## config.mk

```make
export PLATFORM = sky130hd
export DESIGN_NAME = cic_dec_ctrl
export DESIGN_NICKNAME = d
export VERILOG_FILES = /design/src/rtl/cic_dec_ctrl.sv
export SDC_FILE = /design/constraint.sdc
export NUM_CORES = 1
export LEC_CHECK = 0
export CAP_MARGIN = 0
export CORE_MARGIN = 4
export CORE_UTILIZATION = 46
export CTS_CLUSTER_DIAMETER = 50
export DETAILED_ROUTE_END_ITERATION = 16
export PLACE_DENSITY_LB_ADDON = 0.12
export SETUP_SLACK_MARGIN = 0.5
export SLEW_MARGIN = 40
export SYNTH_ARGS = -nofsm -noshare
export SYNTH_HDL_FRONTEND = slang
export SYNTH_SLANG_ARGS = --single-unit
```

## constraint.sdc

```tcl
create_clock -name clk -period 3.02 [get_ports clk]
set_input_delay 0.604 -clock clk [delete_from_list [all_inputs] [get_ports clk]]
set_output_delay 0.604 -clock clk [all_outputs]
set_load 0.05 [all_outputs]
```

## src/rtl/cic_dec_ctrl.sv

```systemverilog
// Run-time sequencer for a programmable CIC decimator: gates samples in, applies factor changes via
// a flush/settle sequence that discards transient outputs, and buffers results behind valid/ready.
module cic_dec_ctrl #(
    parameter int unsigned SECTIONS       = 3,
    parameter int unsigned FACTOR_W       = 16,
    parameter int unsigned DEFAULT_FACTOR = 5,
    parameter int unsigned IN_W           = 12,
    parameter int unsigned OUT_W          = 18,
    parameter int unsigned FLUSH_CYCLES   = 4
) (
    input  logic                clk,
    input  logic                reset,
    input  logic                enable,
    input  logic [FACTOR_W-1:0] cfg_factor,
    input  logic                cfg_load,
    input  logic                in_valid,
    input  logic [IN_W-1:0]     in_data,
    output logic                cic_ce,
    output logic [IN_W-1:0]     cic_din,
    output logic                cic_rst,
    output logic [FACTOR_W-1:0] cic_factor,
    input  logic                cic_ce_out,
    input  logic [OUT_W-1:0]    cic_dout,
    output logic                out_valid,
    output logic [OUT_W-1:0]    out_data,
    input  logic                out_ready,
    output logic                busy,
    output logic                cfg_err,
    output logic                overrun
);

    localparam int unsigned FlushW  = (FLUSH_CYCLES > 1) ? $clog2(FLUSH_CYCLES + 1) : 1;
    localparam int unsigned SettleW = (SECTIONS > 1) ? $clog2(SECTIONS + 1) : 1;

    typedef enum logic [1:0] {StIdle, StFlush, StSettle, StRun} state_t;

    state_t              state;
    logic [FACTOR_W-1:0] factor_active;
    logic [FACTOR_W-1:0] pending;
    logic                pend_flag;
    logic [FlushW-1:0]   flush_cnt;
    logic [SettleW-1:0]  settle_cnt;
    logic                load_ok;

    assign load_ok    = cfg_load && (cfg_factor != '0);
    assign cic_factor = factor_active;
    assign busy       = (state == StFlush) || (state == StSettle);

    always_ff @(posedge clk or posedge reset) begin
        if (reset) begin
            state         <= StIdle;
            factor_active <= FACTOR_W'(DEFAULT_FACTOR);
            pending       <= FACTOR_W'(DEFAULT_FACTOR);
            pend_flag     <= 1'b0;
            flush_cnt     <= '0;
            settle_cnt    <= '0;
            cic_ce        <= 1'b0;
            cic_din       <= '0;
            cic_rst       <= 1'b0;
            out_valid     <= 1'b0;
            out_data      <= '0;
            cfg_err       <= 1'b0;
            overrun       <= 1'b0;
        end else begin
            cfg_err <= cfg_load && (cfg_factor == '0);
            if (load_ok) begin
                pending   <= cfg_factor;
                pend_flag <= 1'b1;
            end
            if (out_valid && out_ready) begin
                out_valid <= 1'b0;
            end

            if (!enable) begin
                state     <= StIdle;
                cic_rst   <= 1'b0;
                cic_ce    <= 1'b0;
                out_valid <= 1'b0;
                overrun   <= 1'b0;
            end else begin
                unique case (state)
                    StIdle: begin
                        state         <= StFlush;
                        cic_rst       <= 1'b1;
                        cic_ce        <= 1'b0;
                        flush_cnt     <= '0;
                        factor_active <= pending;
                        pend_flag     <= load_ok;
                        out_valid     <= 1'b0;
                        overrun       <= 1'b0;
                    end
                    StFlush: begin
                        cic_ce <= 1'b0;
                        if (flush_cnt == FlushW'(FLUSH_CYCLES - 1)) begin
                            state      <= StSettle;
                            cic_rst    <= 1'b0;
                            settle_cnt <= '0;
                        end else begin
                            flush_cnt <= flush_cnt + 1'b1;
                        end
                    end
                    StSettle: begin
                        cic_ce  <= in_valid;
                        cic_din <= in_data;
                        // Transient outputs are counted and discarded, never buffered.
                        if (cic_ce_out) begin
                            if (settle_cnt == SettleW'(SECTIONS - 1)) begin
                                state <= StRun;
                            end else begin
                                settle_cnt <= settle_cnt + 1'b1;
                            end
                        end
                    end
                    StRun: begin
                        cic_ce  <= in_valid;
                        cic_din <= in_data;
                        if (cic_ce_out) begin
                            if (!out_valid || out_ready) begin
                                out_data  <= cic_dout;
                                out_valid <= 1'b1;
                            end else begin
                                overrun <= 1'b1;
                            end
                        end
                        // Buffered sample stays offered across the re-flush.
                        if (pend_flag) begin
                            state         <= StFlush;
                            cic_rst       <= 1'b1;
                            cic_ce        <= 1'b0;
                            flush_cnt     <= '0;
                            factor_active <= pending;
                            pend_flag     <= load_ok;
                        end
                    end
                    default: state <= StIdle;
                endcase
            end
        end
    end

endmodule

```

# Word-level counts from Yosys, hierarchy flattened
# Cells that the tools add are included.
# classes
addsub	2
n_mul	0
div	0
magnitude_cmp	0
eq_ne	18
n_shift	0
n_mux	35
bitwise	0
reduce_logical	22
# op_table
operator	n
$pmux W16 S2	1
$logic_not A16 Y1	1
$mux W16	1
$mux W2	8
$reduce_bool A16 Y1	1
$mux W1	15
$ne A3 B3 Y1 const B	4
$reduce_and A4 Y1	3
$pmux W3 S3	1
$reduce_and A3 Y1	3
$ne A2 B2 Y1 const B	4
$pmux W2 S4	1
$eq A2 B2 Y1 const B	3
$mux W3	2
$ne A3 B2 Y1 const B	2
$pmux W1 S2	3
$pmux W1 S3	2
$reduce_and A5 Y1	1
$ne A4 B1 Y1 const B	1
$pmux W2 S2	1
$reduce_bool A2 Y1	2
$reduce_or A2 Y1	2
$add A3 B1 Y3 const B	1
$eq A3 B2 Y1 const B	1
other kinds (10)	13
# totals
ff_bits	75
latchBits	0
mem_bits_rw	0
mem_bits_ro	0
input_bits	53
out_inout_bits	52
wordCells	90
mem_count	0

# Depth between registers and ports, before layout
# logic_depth
depth_word	6
mapped_depth	6
mapped_depth_nobuf	6

# Worst setup path before layout
# Ideal clock, no wire load.
# synth_timing
path_type	input to register
startpoint	in cfg_factor[11]
endpoint	reg pending[10]
setup_ns	0.125
arrival_ns	1.714
required_time_ns	2.895
slack_ns	1.180
path_stages	4
path_buffers	1
cell_sequence	nor4_2 > a41oi_4 > buf_6 > mux2_4
# synth_between
elab_chain_len	2
# synth_lines
item	line	source
start: declaration	14	input logic [FACTOR_W-1:0] cfg_factor,
$reduce_bool A16 Y1	45	assign load_ok = cfg_load && (cfg_factor != '0);
$logic_and A1 B1 Y1	45	
end signal: assignment	53	pending <= FACTOR_W'(DEFAULT_FACTOR);
end signal: assignment	67	pending <= cfg_factor;
end: declaration	39	logic [FACTOR_W-1:0] pending;
# Every way passes these cells.
# A chain may end at the register's enable or synchronous reset.

# Worst setup path after layout
# layout_timing
startpoint	reg state[0]
endpoint	out busy
# layout_between
elab_chain_len	2
elab_cells_between_ends	3
classes_between	eq/ne: 2; reduce/logical: 1
# layout_lines
item	line	source
start: declaration	37	state_t state;
start signal: assignment	51	state <= StIdle;
start signal: assignment	75	state <= StIdle;
start signal: assignment	83	state <= StFlush;
$eq A2 B1 Y1 or $eq A2 B2 Y1 (tied branches)	47	assign busy = (state == StFlush) || (state == StSettle);
$logic_or A1 B1 Y1 *	47	
end: declaration	27	output logic busy,
# Every way passes the cells marked *; elsewhere a longest branch is shown, timed or not.

==> impl_metrics.yaml <==
run_status:
  status: "finished, final reports clean"
synthesis:
  ys_seq_area_frac: 0.5975
  yosys_warnings: 0
  synth-async-reset-ratio: 1.000
  yosysMostFrequentCell: "dfrtp_1"
  synth_cell_types: 34
  ys_top_cells_by_area: "dfrtp_1 56%, mux2_2 15%, mux2_1 5.4%"
  yosysTopAreaCell: "dfrtp_1"
  yosysTopAreaCellShare: 0.5642
  synth-edff-count: 0
  netlist_area_mm2: 0.003149
  avgSynthCellArea_um2: 14.65
  synth_flop_cell: "dfrtp_1"
  synthTopCellsByCount: "71 x dfrtp_1, 42 x mux2_2, 15 x mux2_1"
  ys_ff_latch: 75
  syn-num-nets: 275
  postSynthCellCount: 215
place:
  dp_cells: 394
  globalplace.congestion: 0.7343
  io_buffer_count: 104
  hpwlAfterDp_mm: 4.922
drt:
  vias: 2116
  first_iter_violations: 97
  wl_met1_mm: 3.006
  drc: 0
  wl_met3_um: 364
  routed_via_density: 5.161
  dr.pass1.iters: 4
  route.met2.wl_mm: 3.220
  postRouteAntennaNets: 0
  routedWlPerCell_um: 16.21
  drt_wl_total_mm: 6.648
  top_layer_used: "met4"
floorplan:
  rows: 29
  start_util: 0.4849
  coreArea_mm2: 0.006495
  io_pins: 105
  dieWidth_um: 90.74
  die_area_mm2: 0.008234
  die_h_um: 90.74
worst_setup_path:
  r2r_setup_slack_ps: 1080
  reg2reg_depth: 4
  r2r_end: "cic_factor[13]$_DFFE_PP0P_"
  critPathLaunchType: "flip-flop"
  reg2reg_from: "state[0]$_DFFE_PP0P_"
  critical_path.max_fanout: 5
  end_kind: "output pin"
  critPathArrivalTime_ps: 1780
  critPathKind: "flip-flop to output pin"
  worstPathRequired_ps: 2420
layout:
  fill_cells: 476
  area_growth_pct: 44.02
  final_nets: 388
  final_util: 0.6983
  drive_gt1_frac: 0.2432
  fin_cells: 410
  num_antenna_cells: 0
grt:
  grt_pass1_wl_mm: 10.90
  antenna_found_initial: 0
  grt_start_max_net_pins: 56
  grt_pass1_vias: 2085
  grt_remaining_overflow: 0
  track_usage: 0.1650
hold_path:
  hp-start: "out_data[6]$_DFFE_PP0P_"
  hp-class: "flip-flop to flip-flop"
  holdPathEnd: "out_data[6]$_DFFE_PP0P_"
  whs_path_depth: 1
pwr:
  finalPower_mw: 5.180
  ir_worst_vdd_mv: 0.5771
  cellLeakagePower_nw: 1.967
  powerDensity_mw_per_mm2: 1142
cts:
  clkTransAtPathRegs_ps: 90
  cts_setup_buffers: 0
  clockBufferDepth: 2
  root_buffer: "clkbuf_8"
  cts_tree: "built"
  clk_latency_ps: 350
  clock-sinks: 75
  cts_buffers: 9
  htree_levels: 3
  cts_resized: 1
  hold_buffers: 0
timing:
  slew_violations: 0
  min_period_ps: 2384
  slew_headroom: 0.4620
  rsz0062_at_grt: "false"
  period_share: 0.7894
  tns_ps: 0
  fmax_ghz: 0.4195
  setup_viol: 0
  fin_worst_skew_ps: 14.15
  worst_pin_slew_ps: 804.4
  hold_viol: 0
flow_run:
  maxCapViolCount: 0
-- worst max-delay path by stage --
stage | start | end | slack, ps | cells after the start
6_report | state[0]$_DFFE_PP0P_ | busy | 640 | 3
5_1_grt | state[0]$_DFFE_PP0P_ | busy | 550 | 3
4_1_cts | state[0]$_DFFE_PP0P_ | busy | 620 | 3
3_5_place_dp | cfg_factor[11] | pending[5]$_DFFE_PP0P_ | 380 | 4
3_3_place_gp | cfg_factor[11] | pending[7]$_DFFE_PP0P_ | 470 | 4
2_1_floorplan | reset | cfg_err$_DFF_PP0_ | 510 | 1
-- worst max-delay path, cell delays in order, from the launching register on --
cell           delay [ps]
dfrtp_1               420
inv_1                  90
ha_1                  380
dlygate4sd2_1         550
-- sequential cells by signal, summed over array words and instances, names as in the netlist --
name        flops
overrun         1
out_valid       1
flush_cnt       3
cic_factor     16
settle_cnt      2
cic_rst         1
pend_flag       1
cfg_err         1
state           2
cic_ce          1
out_data       18
cic_din        12
pending        16
-- final cells by class --
| class | instances | area (um^2) | area share |
|---|---|---|---|
| clock buffer | 9 | 123.9 | 0.02731 |
| clock inverter | 7 | 123.9 | 0.02731 |
| inverter | 10 | 37.54 | 0.008276 |
| multi-input combinational | 125 | 1197 | 0.2640 |
| sequential | 75 | 1882 | 0.4149 |
| tap | 77 | 96.34 | 0.02124 |
| timing repair buffer | 107 | 1075 | 0.2370 |
-- stage by stage --
step	hold WS, ps	setup WS [ps]	area [um^2]
2_1_floorplan	448.5	512.6	3149
3_3_place_gp	462.3	468.6	4289
3_5_place_dp	474.2	384.6	4289
4_1_cts	492.1	623.9	4536
5_1_grt	502.1	553.7	4536
6_report	491.7	636.2	4536
-- cells by family (layout without fill, tap and decap cells) --
family | after synthesis | count (layout) | synth area share
buffers and inverters | 15 | 133 | 0.02225
AOI/OAI and AO/OA | 20 | 20 | 0.04609
and+or+nand+nor | 32 | 32 | 0.06119
adders and majority gates | 7 | 7 | 0.02781
DFF | 75 | 75 | 0.5975
muxes | 66 | 66 | 0.2451
-- where the power goes --
part	total, mW	internal (mW)	switching (mW)
clock network	0.941	0.554	0.387
registers	1.59	1.40	0.192
logic	2.65	0.986	1.66
-- metal layers --
layer | track usage | up-vias
met3 | 0.04917 | 6
met2 | 0.2600 | 69
li1 | - | 991
met1 | 0.2216 | 1050
met5 | 0 | -
met4 | 0.04592 | 0
-- cells in the final DEF, fill, tap and decap left out, drive strengths merged, types with 2 or more instances in the layout --
cell type,instances
nand2b,2
clkinv,2
inv,11
dfrtp,71
nor2b,3
mux2,65
clkdlybuf4s50,103
nor4,4
nand2,11
nor2,6
o22ai,3
a21oi,5
o21ai,5
dfstp,4
ha,7
nand3,3
nand4,2
buf,3
bufinv,3
clkbuf,9
Power figures use the tool's default switching activity.
